`config.mk`:
```
export PLATFORM = sky130hd
export DESIGN_NAME = fifo_read_prefetch
export DESIGN_NICKNAME = d
export VERILOG_FILES = /design/src/rtl/fifo_pkg.sv /design/src/rtl/fifo_read_prefetch.sv
export SDC_FILE = /design/constraint.sdc
export NUM_CORES = 1
export LEC_CHECK = 0
export BUFFER_PORTS_ARGS = -buffer_cell sky130_fd_sc_hd__buf_2
export CORE_UTILIZATION = 50
export CTS_CLUSTER_SIZE = 28
export DETAILED_ROUTE_END_ITERATION = 16
export GPL_TIMING_DRIVEN = 0
export PLACE_DENSITY = 0.74
export SLEW_MARGIN = 20
export SYNTH_ARGS = -nofsm -noshare
export SYNTH_HDL_FRONTEND = slang
export SYNTH_SLANG_ARGS = --single-unit
```
`constraint.sdc`:
```
create_clock -name clk -period 4.6 [get_ports clk]
set_input_delay 1.38 -clock clk [delete_from_list [all_inputs] [get_ports clk]]
set_output_delay 1.38 -clock clk [all_outputs]
set_load 0.02 [all_outputs]
```
`src/rtl/fifo_pkg.sv`:
```
// Shared types and sizing for the FIFO read-side prefetch buffer.
package fifo_pkg;

  typedef enum logic [1:0] {
    S_EMPTY = 2'd0,
    S_ONE   = 2'd1,
    S_TWO   = 2'd2
  } buf_state_t;

  localparam int BUF_ENTRIES = 2;
  localparam int LEVEL_W     = 2;

endpackage

```
`src/rtl/fifo_read_prefetch.sv`:
```
// Prefetches FIFO words into a 2-entry skid buffer and presents them as a valid/ready stream.
// Write-to-m_valid latency is 3 cycles; m_ready low stalls the head and stops requests via the credit rule.
module fifo_read_prefetch
  import fifo_pkg::*;
#(
  parameter int WIDTH = 8
) (
  input  logic               clk,
  input  logic               reset,
  input  logic               flush,
  input  logic               fifo_empty,
  output logic               fifo_read_request,
  input  logic               fifo_read_enable,
  input  logic [WIDTH-1:0]   mem_rdata,
  output logic               m_valid,
  input  logic               m_ready,
  output logic [WIDTH-1:0]   m_data,
  output logic [LEVEL_W-1:0] level,
  output logic               overrun_err
);

  buf_state_t       state_q, state_d;
  logic [WIDTH-1:0] entry0_q, entry0_d;
  logic [WIDTH-1:0] entry1_q, entry1_d;
  logic             inflight_q, inflight_d;
  logic             drop_q, drop_d;
  logic             overrun_q, overrun_d;

  logic             pop;
  logic             push;
  logic [2:0]       credit_sum;

  assign level       = state_q;
  assign m_valid     = (state_q != S_EMPTY);
  assign m_data      = entry0_q;
  assign overrun_err = overrun_q;

  assign pop  = m_valid & m_ready;
  assign push = inflight_q & ~drop_q;

  // Counting the word in flight and the pop of this cycle keeps the buffer from ever overfilling.
  assign credit_sum        = {1'b0, level} + {2'b00, inflight_q} - {2'b00, pop};
  assign fifo_read_request = ~fifo_empty & ~flush & ~reset
                             & (credit_sum < 3'(BUF_ENTRIES));

  always_comb begin
    state_d    = state_q;
    entry0_d   = entry0_q;
    entry1_d   = entry1_q;
    overrun_d  = overrun_q;
    inflight_d = fifo_read_enable;
    drop_d     = flush & fifo_read_enable;

    case (state_q)
      S_EMPTY: begin
        if (push) begin
          entry0_d = mem_rdata;
          state_d  = S_ONE;
        end
      end
      S_ONE: begin
        if (push && pop) begin
          entry0_d = mem_rdata;
        end else if (push) begin
          entry1_d = mem_rdata;
          state_d  = S_TWO;
        end else if (pop) begin
          state_d = S_EMPTY;
        end
      end
      S_TWO: begin
        if (pop) begin
          entry0_d = entry1_q;
          if (push) begin
            entry1_d = mem_rdata;
          end else begin
            state_d = S_ONE;
          end
        end else if (push) begin
          // Incoming word is dropped; the buffer keeps its contents.
          overrun_d = 1'b1;
        end
      end
      default: state_d = S_EMPTY;
    endcase

    // A word arriving during flush is discarded by forcing the buffer empty.
    if (flush) begin
      state_d = S_EMPTY;
    end
  end

  always_ff @(posedge clk or posedge reset) begin
    if (reset) begin
      state_q    <= S_EMPTY;
      entry0_q   <= '0;
      entry1_q   <= '0;
      inflight_q <= 1'b0;
      drop_q     <= 1'b0;
      overrun_q  <= 1'b0;
    end else begin
      state_q    <= state_d;
      entry0_q   <= entry0_d;
      entry1_q   <= entry1_d;
      inflight_q <= inflight_d;
      drop_q     <= drop_d;
      overrun_q  <= overrun_d;
    end
  end

endmodule

```
==> results_tabular.tex, run 1 <==
\begin{tabular}{lr}
\hline
Metric & Value \\
\hline
\multicolumn{2}{l}{\textbf{STA}} \\
\quad Final Max Slew Viols & 0 \\
\quad Relative max-transition margin & 47.7\% \\
\quad Final worst path period share & between 80\% and 90\% \\
\quad Transition at the pin with the smallest max-transition slack & slightly below 0.8 ns \\
\quad Post-route setup TNS & 0 ns \\
\quad Fmax & 246 MHz \\
\quad Hold Vio Cnt, Final & 0 \\
\quad Layout Skew & around 0.0067 ns \\
\quad Final critical path time including I/O delays and setup & 4.06 ns \\
\quad Final setup viols & 0 \\
\quad Setup repair after global routing missed its margin & false \\
\multicolumn{2}{l}{\textbf{Worst setup path}} \\
\quad Data arrival, critical path & between 2 and 3 ns \\
\quad Critical path's most frequent cell & sky130\_fd\_sc\_hd\_\_buf\_2 \\
\quad List of cells traversed by the critical path & buf\_2 -> xor2\_1 -> nand2\_1 -> fa\_1 -> xnor2\_1 -> and4\_1 -> buf\_2 \\
\quad Crit path required time & about 3.2 ns \\
\quad Crit path buf inv count & 2 \\
\quad Crit path max-delay cell type & sky130\_fd\_sc\_hd\_\_fa\_1 \\
\quad Worst-path fanout max & 9 \\
\quad Delay contributed by the slowest stage of the critical path & about 0.4 ns \\
\quad Critical Path Sink Type & output port \\
\quad Dominant delay contributor by cell family on the critical path & adder cells \\
\quad Category of the critical setup timing path & input pin to output port \\
\quad Crit path launch type & input pin \\
\multicolumn{2}{l}{\textbf{Clocking}} \\
\quad Clock tree from TritonCTS & done \\
\quad Cts repair resizes & 0 \\
\quad Longest Clk Path Bufs & 2 \\
\quad Number of H-tree levels & 1 \\
\quad Number of buffers created by CTS & 3 \\
\quad Post-CTS clock slew at the launch and capture registers of the worst setup and hold paths & around 0.11 ns \\
\quad Clock sinks & 21 \\
\quad Cts-stage hold buffer count & 0 \\
\quad Count of buffers added by post-CTS timing repair for setup & 0 \\
\quad Root Driver & sky130\_fd\_sc\_hd\_\_clkbuf\_4 \\
\quad Source-to-sink clock delay at the later pin of the worst-skew pair & slightly above 0.3 ns \\
\multicolumn{2}{l}{\textbf{Global route}} \\
\quad Global-route usage over all layers & roughly 18\% \\
\quad Antenna violations before repair & 0 \\
\quad Largest net degree at the start of global routing & 23 \\
\quad Global route total overflow & 0 \\
\quad Via count of the first global-routing pass & 685 \\
\quad Wire length of the first global-routing pass & between 3000 and 4000 um \\
\multicolumn{2}{l}{\textbf{Placement}} \\
\quad Number of buffers inserted by port buffering & 25 \\
\quad Number of placed cells counting well taps & 131 \\
\quad Placed Instance Area & roughly 1200 um\^{}2 \\
\quad Routability-driven placement congestion ratio & around 0.75 \\
\multicolumn{2}{l}{\textbf{Drt}} \\
\quad Post-DR wirelength/cell & around 13 um \\
\quad Aggregate routed wire length & $\sim$1800 um \\
\quad Remaining antenna violation count & 0 \\
\quad Via Count & 705 \\
\quad DR vias/cell & approximately 5.2 \\
\quad Remaining DRCs & 0 \\
\quad Drt first-iter violations & 15 \\
\quad 1st-pass router iterations & 3 \\
\multicolumn{2}{l}{\textbf{Floorplan}} \\
\quad Full die area & approximately 2400 um\^{}2 \\
\quad Chip height & 48.7 um \\
\quad Floorplan core area & roughly 2000 um\^{}2 \\
\quad Die extent in x & 48.7 um \\
\quad I/O pin cnt & 27 \\
\quad Initial Utilization & 54.4\% \\
\quad Number of cell rows & 16 \\
\multicolumn{2}{l}{\textbf{Synth}} \\
\quad Sequential-to-total area share from yosys stat & between 40\% and 50\% \\
\quad Mean cell area of the mapped netlist & roughly 14 um\^{}2 \\
\quad Count of synthesis-stage warnings from yosys & 0 \\
\quad Ranking of synthesized cells by instance count & sky130\_fd\_sc\_hd\_\_dfrtp\_1, sky130\_fd\_sc\_hd\_\_mux2\_2, sky130\_fd\_sc\_hd\_\_mux2\_4 \\
\quad Commonest register cell after synthesis & sky130\_fd\_sc\_hd\_\_dfrtp\_1 \\
\quad Most used standard cell by instance count after synthesis & sky130\_fd\_sc\_hd\_\_dfrtp\_1 \\
\quad Post-Syn Nets & 94 \\
\quad Most area-hungry cell type in the Yosys netlist & sky130\_fd\_sc\_hd\_\_dfrtp\_1 \\
\quad Post-synth design cell area & 1090 um\^{}2 \\
\quad Top cells by area in the synthesized netlist & sky130\_fd\_sc\_hd\_\_dfrtp\_1, sky130\_fd\_sc\_hd\_\_mux2\_2, sky130\_fd\_sc\_hd\_\_mux2\_4 \\
\quad Synthesized instance count & between 70 and 80 \\
\quad Synthesis-stage register bit count & 21 \\
\quad Post-synth top area share & 48.3\% \\
\quad Post-synth EDFFs & 0 \\
\quad Post-synth cell types & 28 \\
\quad Share of async-settable or async-resettable flops after synthesis & 100\% \\
\multicolumn{2}{l}{\textbf{Job}} \\
\quad Number of max-capacitance violations reported & 0 \\
\multicolumn{2}{l}{\textbf{Final layout}} \\
\quad Final \#Nets & approximately 120 \\
\quad Final core occ & between 60\% and 70\% \\
\quad Cell area after layout & 1270 um\^{}2 \\
\quad Ant. Diodes & 0 \\
\quad Proportion of layout cells with a drive suffix above 1 & a little over half \\
\quad Layout area overhead & 17.1\% \\
\quad Non-filler instance count after layout & $\sim$140 \\
\quad Number of filler cells placed in the layout & 167 \\
\multicolumn{2}{l}{\textbf{Pwr}} \\
\quad Power after layout & 0.478 mW \\
\quad Power density cells & about 370 nW/um\^{}2 \\
\quad Max VDD drop & between 0.2 and 0.3 mV \\
\quad Leakage power figure & 0.617 nW \\
\multicolumn{2}{l}{\textbf{Hold path}} \\
\quad Hold WC Path Type & flip-flop to flip-flop \\
\multicolumn{2}{l}{\textbf{Outcome}} \\
\quad Run status & completed \\
\hline
\end{tabular}
## cells by family (layout without fill, tap and decap cells)
kind of cell,count (synthesis),after routing,share of synthesized area [%]
xor gates and xnor gates,2,2,1.61
and+or+nand+nor,17,17,10.2
DFF,21,21,48.3
AOI/OAI and AO/OA,8,8,6.90
muxes,24,24,27.6
buffers and inverters,6,35,3.56
adders and majority gates,1,1,1.84
## through the flow
step	setup slack [ns]	hold slack, ns
3_5_place_dp	0.527	0.451
2_1_floorplan	0.660	0.476
5_1_grt	0.424	0.501
3_3_place_gp	0.580	0.444
4_1_cts	0.523	0.479
6_report	0.540	0.487
## power by group
group / total, mW / switching, mW / internal [mW]
combinational: 0.138 / 0.0602 / 0.0776
clock: 0.0899 / 0.0574 / 0.0325
sequential: 0.250 / 0.0232 / 0.227
## cell usage in the layout (no fill, tap or decap), types with 2 or more instances in the layout
cell type,n
sky130_fd_sc_hd__buf_2,26
sky130_fd_sc_hd__dfrtp_1,21
sky130_fd_sc_hd__mux2_2,16
sky130_fd_sc_hd__mux2_4,8
sky130_fd_sc_hd__clkbuf_4,3
sky130_fd_sc_hd__buf_6,2
sky130_fd_sc_hd__nand3b_1,2
sky130_fd_sc_hd__a21o_1,2
sky130_fd_sc_hd__nor2b_1,2
sky130_fd_sc_hd__or2_2,2
sky130_fd_sc_hd__and2_1,2
sky130_fd_sc_hd__a21oi_1,2
sky130_fd_sc_hd__inv_1,2
sky130_fd_sc_hd__nand2_1,2
## flip-flops by register name, indices dropped and copies added, names as in the netlist
name         cells
m_data           8
level            2
overrun_err      1
inflight_q       1
entry1_q         8
drop_q           1
## tightest hold or removal path, stage by stage, from the launching register on
cell and delay (ns):
sky130_fd_sc_hd__dfrtp_1 0.37, sky130_fd_sc_hd__inv_1 0.04, sky130_fd_sc_hd__o31ai_1 0.05
## worst paths after layout
path                                         start                      end  slack [ns]  cells past startpoint
max                                        m_ready        fifo_read_request        0.54                      7
min                        overrun_err$_DFFE_PP0P_  overrun_err$_DFFE_PP0P_        0.49                      2
max reg2reg                   level[1]$_DFFE_PP0P_    m_data[2]$_DFFE_PP0P_        2.87                      4
min reg2reg                overrun_err$_DFFE_PP0P_  overrun_err$_DFFE_PP0P_        0.49                      2
max in group asynchronous                    reset         drop_q$_DFF_PP0_        2.92                      2
min in group asynchronous                    reset    m_data[5]$_DFFE_PP0P_        1.19                      2
## cell type report
type                            count  area, um^2  share of cell area, %
Buffer                              4        31.3                   2.45
Sequential cell                    21         526                   41.2
Timing Repair Buffer               25         125                   9.81
Clock inverter                      1        5.00                  0.393
Tap cell                           27        33.8                   2.65
Multi-Input combinational cell     52         524                   41.1
Clock buffer                        3        22.5                   1.77
Inverter                            2        7.51                  0.589
## metal layers
metal	GRT usage (%)	share of wire [%]	vias to the layer above
li1	-	-	340
met1	22.8	46	344
met2	28.9	49	18
met3	3.14	3.6	3
met4	7.35	1.4	0
met5	0	0	-
(Power assumes the default switching activity.)
==> run 2: changes to the inputs <==
ABC_AREA = 1   (was unset)
PLACE_DENSITY = 0.73   (was 0.74)
==> results_tabular.tex, run 2 <==
\begin{tabular}{lr}
\hline
Metric & Value \\
\hline
\multicolumn{2}{l}{\textbf{Drt}} \\
\quad Aggregate routed wire length & 2120 um (+18\%) \\
\quad Drt first-iter violations & 27 (+12) \\
\quad Post-DR wirelength/cell & 10.7 um (-19\%) \\
\quad Via Count & 975 (+38\%) \\
\quad 1st-pass router iterations & 4 (+1) \\
\quad DR vias/cell & 4.95 (-5.2\%) \\
\quad Remaining DRCs & 0 (unchanged) \\
\quad Remaining antenna violation count & 0 (unchanged) \\
\multicolumn{2}{l}{\textbf{Worst setup path}} \\
\quad List of cells traversed by the critical path & buf\_2 -> inv\_1 -> nor3\_2 -> o21ai\_0 -> fa\_1 -> nand2\_1 -> nor4\_2 -> buf\_2 \\
\quad Critical Path Sink Type & output port \\
\quad Count of cells along the worst register-to-register path & 8 (+4) \\
\quad Delay contributed by the slowest stage of the critical path & 0.50 ns (+0.10 ns) \\
\quad Data arrival, critical path & 3.03 ns (+0.35 ns) \\
\quad Crit Reg-Reg Endpoint & m\_data[4]\$\_DFFE\_PP0P\_ \\
\quad Critical path's most frequent cell & sky130\_fd\_sc\_hd\_\_buf\_2 \\
\quad RR Startpoint & level[1]\$\_DFFE\_PP0P\_ \\
\quad Category of the critical setup timing path & input pin to output port \\
\quad Worst-case register-to-register setup slack & 3.12 ns (+0.25 ns) \\
\quad Crit path required time & 3.22 ns (about the same) \\
\quad Crit path launch type & input pin \\
\quad Crit path max-delay cell type & sky130\_fd\_sc\_hd\_\_fa\_1 \\
\quad Worst-path fanout max & 5 (-4) \\
\multicolumn{2}{l}{\textbf{Synth}} \\
\quad Post-synth design cell area & 1100 um\^{}2 (+1.1\%) \\
\quad Commonest register cell after synthesis & sky130\_fd\_sc\_hd\_\_dfrtp\_1 \\
\quad Mean cell area of the mapped netlist & 7.86 um\^{}2 (-43\%) \\
\quad Top cells by area in the synthesized netlist & sky130\_fd\_sc\_hd\_\_dfrtp\_1, sky130\_fd\_sc\_hd\_\_nand2\_1, sky130\_fd\_sc\_hd\_\_nand3\_1 \\
\quad Post-synth top area share & 47.7\% (-0.55 points) \\
\quad Share of async-settable or async-resettable flops after synthesis & 100\% (unchanged) \\
\quad Post-synth cell types & 22 (-21\%) \\
\quad Most used standard cell by instance count after synthesis & sky130\_fd\_sc\_hd\_\_nand2\_1 \\
\quad Post-synth EDFFs & 0 (unchanged) \\
\quad Sequential-to-total area share from yosys stat & 47.7\% (-0.55 points) \\
\quad Synthesis-stage register bit count & 21 (unchanged) \\
\quad Ranking of synthesized cells by instance count & sky130\_fd\_sc\_hd\_\_nand2\_1, sky130\_fd\_sc\_hd\_\_nand3\_1, sky130\_fd\_sc\_hd\_\_dfrtp\_1 \\
\quad Most area-hungry cell type in the Yosys netlist & sky130\_fd\_sc\_hd\_\_dfrtp\_1 \\
\quad Synthesized instance count & 140 (+77\%) \\
\quad Count of synthesis-stage warnings from yosys & 0 (unchanged) \\
\quad Post-Syn Nets & 155 (+65\%) \\
\multicolumn{2}{l}{\textbf{Floorplan}} \\
\quad Floorplan core area & 2020 um\^{}2 (+1.0\%) \\
\quad I/O pin cnt & 27 (unchanged) \\
\quad Number of cell rows & 16 (unchanged) \\
\quad Full die area & 2390 um\^{}2 (+1.1\%) \\
\quad Die extent in x & 48.9 um (+0.54\%) \\
\quad Chip height & 48.9 um (+0.54\%) \\
\quad Initial Utilization & 54.5\% (+0.080 points) \\
\multicolumn{2}{l}{\textbf{STA}} \\
\quad Final critical path time including I/O delays and setup & 4.41 ns (+0.353 ns) \\
\quad Setup repair after global routing missed its margin & false \\
\quad Hold Vio Cnt, Final & 0 (unchanged) \\
\quad Fmax & 227 MHz (-8.0\%) \\
\quad Transition at the pin with the smallest max-transition slack & 0.809 ns (+0.0249 ns) \\
\quad Layout Skew & 0.0125 ns (+0.00588 ns) \\
\quad Final worst path period share & 95.9\% (+7.7 points) \\
\quad Worst hold slack across all endpoints & 0.477 ns (-0.00973 ns) \\
\quad Final setup viols & 0 (unchanged) \\
\quad Final Max Slew Viols & 0 (unchanged) \\
\quad Post-route setup TNS & 0 ns (unchanged) \\
\quad Relative max-transition margin & 46.0\% (-1.7 points) \\
\multicolumn{2}{l}{\textbf{Clocking}} \\
\quad Number of buffers created by CTS & 3 (unchanged) \\
\quad Clock tree from TritonCTS & done \\
\quad Longest Clk Path Bufs & 2 (unchanged) \\
\quad Root Driver & sky130\_fd\_sc\_hd\_\_clkbuf\_4 \\
\quad Post-CTS clock slew at the launch and capture registers of the worst setup and hold paths & 0.10 ns (about the same) \\
\quad Number of H-tree levels & 1 (unchanged) \\
\quad Cts-stage hold buffer count & 0 (unchanged) \\
\quad Source-to-sink clock delay at the later pin of the worst-skew pair & 0.30 ns (about the same) \\
\quad Clock sinks & 21 (unchanged) \\
\multicolumn{2}{l}{\textbf{Placement}} \\
\quad Routability-driven placement congestion ratio & 0.793 (+5.3\%) \\
\quad Number of placed cells counting well taps & 193 (+47\%) \\
\quad Number of buffers inserted by port buffering & 26 (+4.0\%) \\
\quad Dpl hpwl & 1600 um \\
\multicolumn{2}{l}{\textbf{Global route}} \\
\quad Wire length of the first global-routing pass & 3660 um (+18\%) \\
\quad Global-route usage over all layers & 19.7\% (+2.2 points) \\
\quad Antenna violations before repair & 0 (unchanged) \\
\quad Global route total overflow & 0 (unchanged) \\
\quad Via count of the first global-routing pass & 860 (+26\%) \\
\quad Largest net degree at the start of global routing & 23 (unchanged) \\
\multicolumn{2}{l}{\textbf{Final layout}} \\
\quad Most frequent cells in the layout & sky130\_fd\_sc\_hd\_\_nand2\_1, sky130\_fd\_sc\_hd\_\_buf\_2, sky130\_fd\_sc\_hd\_\_nand3\_1 \\
\quad Proportion of layout cells with a drive suffix above 1 & 27.1\% (-28 points) \\
\quad Ant. Diodes & 0 (unchanged) \\
\quad Layout area overhead & 18.3\% \\
\quad Final \#Nets & 186 (+50\%) \\
\quad Most common cell after layout, fill and taps aside & sky130\_fd\_sc\_hd\_\_nand2\_1 \\
\quad Non-filler instance count after layout & 197 (+46\%) \\
\multicolumn{2}{l}{\textbf{Hold path}} \\
\quad Hold Path Depth & 2 (unchanged) \\
\quad Endpoint, Worst Hold & m\_data[3]\$\_DFFE\_PP0P\_ \\
\quad Source of the worst hold timing path & m\_data[3]\$\_DFFE\_PP0P\_ \\
\quad Hold WC Path Type & flip-flop to flip-flop \\
\multicolumn{2}{l}{\textbf{Outcome}} \\
\quad Run status & completed \\
\multicolumn{2}{l}{\textbf{Pwr}} \\
\quad Power density cells & 368 nW/um\^{}2 (-1.7\%) \\
\quad Leakage power figure & 0.744 nW (+21\%) \\
\quad Max VDD drop & 0.223 mV (-14\%) \\
\multicolumn{2}{l}{\textbf{Job}} \\
\quad Number of max-capacitance violations reported & 0 (unchanged) \\
\hline
\end{tabular}
## run 2: kinds of logic after synthesis
family | after synthesis | share of synthesized area, %
XOR/XNOR | 1 | 0.796
adder cells (fa/ha/maj) | 1 | 1.82
AO/OA/AOI/OAI | 13 | 8.52
buffers and inverters | 18 | 7.27
flip-flops | 21 | 47.7
AND/OR/NAND/NOR | 86 | 33.9
## run 2: how the worst max path moves through the flow
stage	slack, ns	startpoint	end	cells after the start
2_1_floorplan	0.11	m_ready	fifo_read_request	6
3_3_place_gp	0.17	m_ready	fifo_read_request	8
3_5_place_dp	0.04	m_ready	fifo_read_request	8
4_1_cts	0.04	m_ready	fifo_read_request	8
5_1_grt	0.02	m_ready	fifo_read_request	8
6_report	0.19	m_ready	fifo_read_request	8
## run 2: what timing repair did
item                                   4_1_cts  5_1_grt
setup buffers                                0        0
endpoints found under the hold margin        0        0
setup endpoints to repair                    0        1
gates resized for setup                      0        2
## run 2: through the flow
step / instance area [um^2] / worst slack [ns] / utilization [%] / total power, mW
after floorplan: 1100 / 0.106 / - / 0.350
after global placement: 1260 / 0.166 / 62.6 / 0.393
after detailed placement: 1260 / 0.0419 / 62.6 / 0.397
after CTS: 1290 / 0.0398 / 63.9 / 0.485
after global routing: 1300 / 0.0212 / 64.4 / 0.515
final: 1300 / 0.188 / 64.4 / 0.480
## run 2: cell type report
| class | instances | area, um^2 |
|---|---|---|
| timing repair buffer | 26 | 130 |
| inverter | 15 | 56.3 |
| sequential | 21 | 526 |
| multi-input combinational | 101 | 507 |
| buffer | 3 | 23.8 |
| fill | 174 | 719 |
| tap | 27 | 33.8 |
| clock buffer | 4 | 26.3 |
## run 2: worst max-delay path, delay by kind of cell
family / cells / cell delay, ns
and+or+nand+nor: 3 / 0.53
adders and majority gates: 1 / 0.50
buffers and inverters: 3 / 0.47
AOI/OAI and AO/OA: 1 / 0.15
## run 2: report_power, final
| part | switching (mW) | total [mW] | internal, mW |
|---|---|---|---|
| Sequential | 0.0204 | 0.243 | 0.223 |
| Clock | 0.0519 | 0.0856 | 0.0337 |
| Combinational | 0.0987 | 0.151 | 0.0522 |
| Total | 0.171 | 0.480 | 0.309 |
## run 2: routing by layer
metal | track usage (%) | share of wire, % | up-vias
li1 | - | - | 505
met4 | 4.41 | 0.71 | 0
met3 | 5.61 | 4.7 | 2
met2 | 31.5 | 47 | 26
met5 | 0 | 0 | -
met1 | 26.7 | 48 | 442
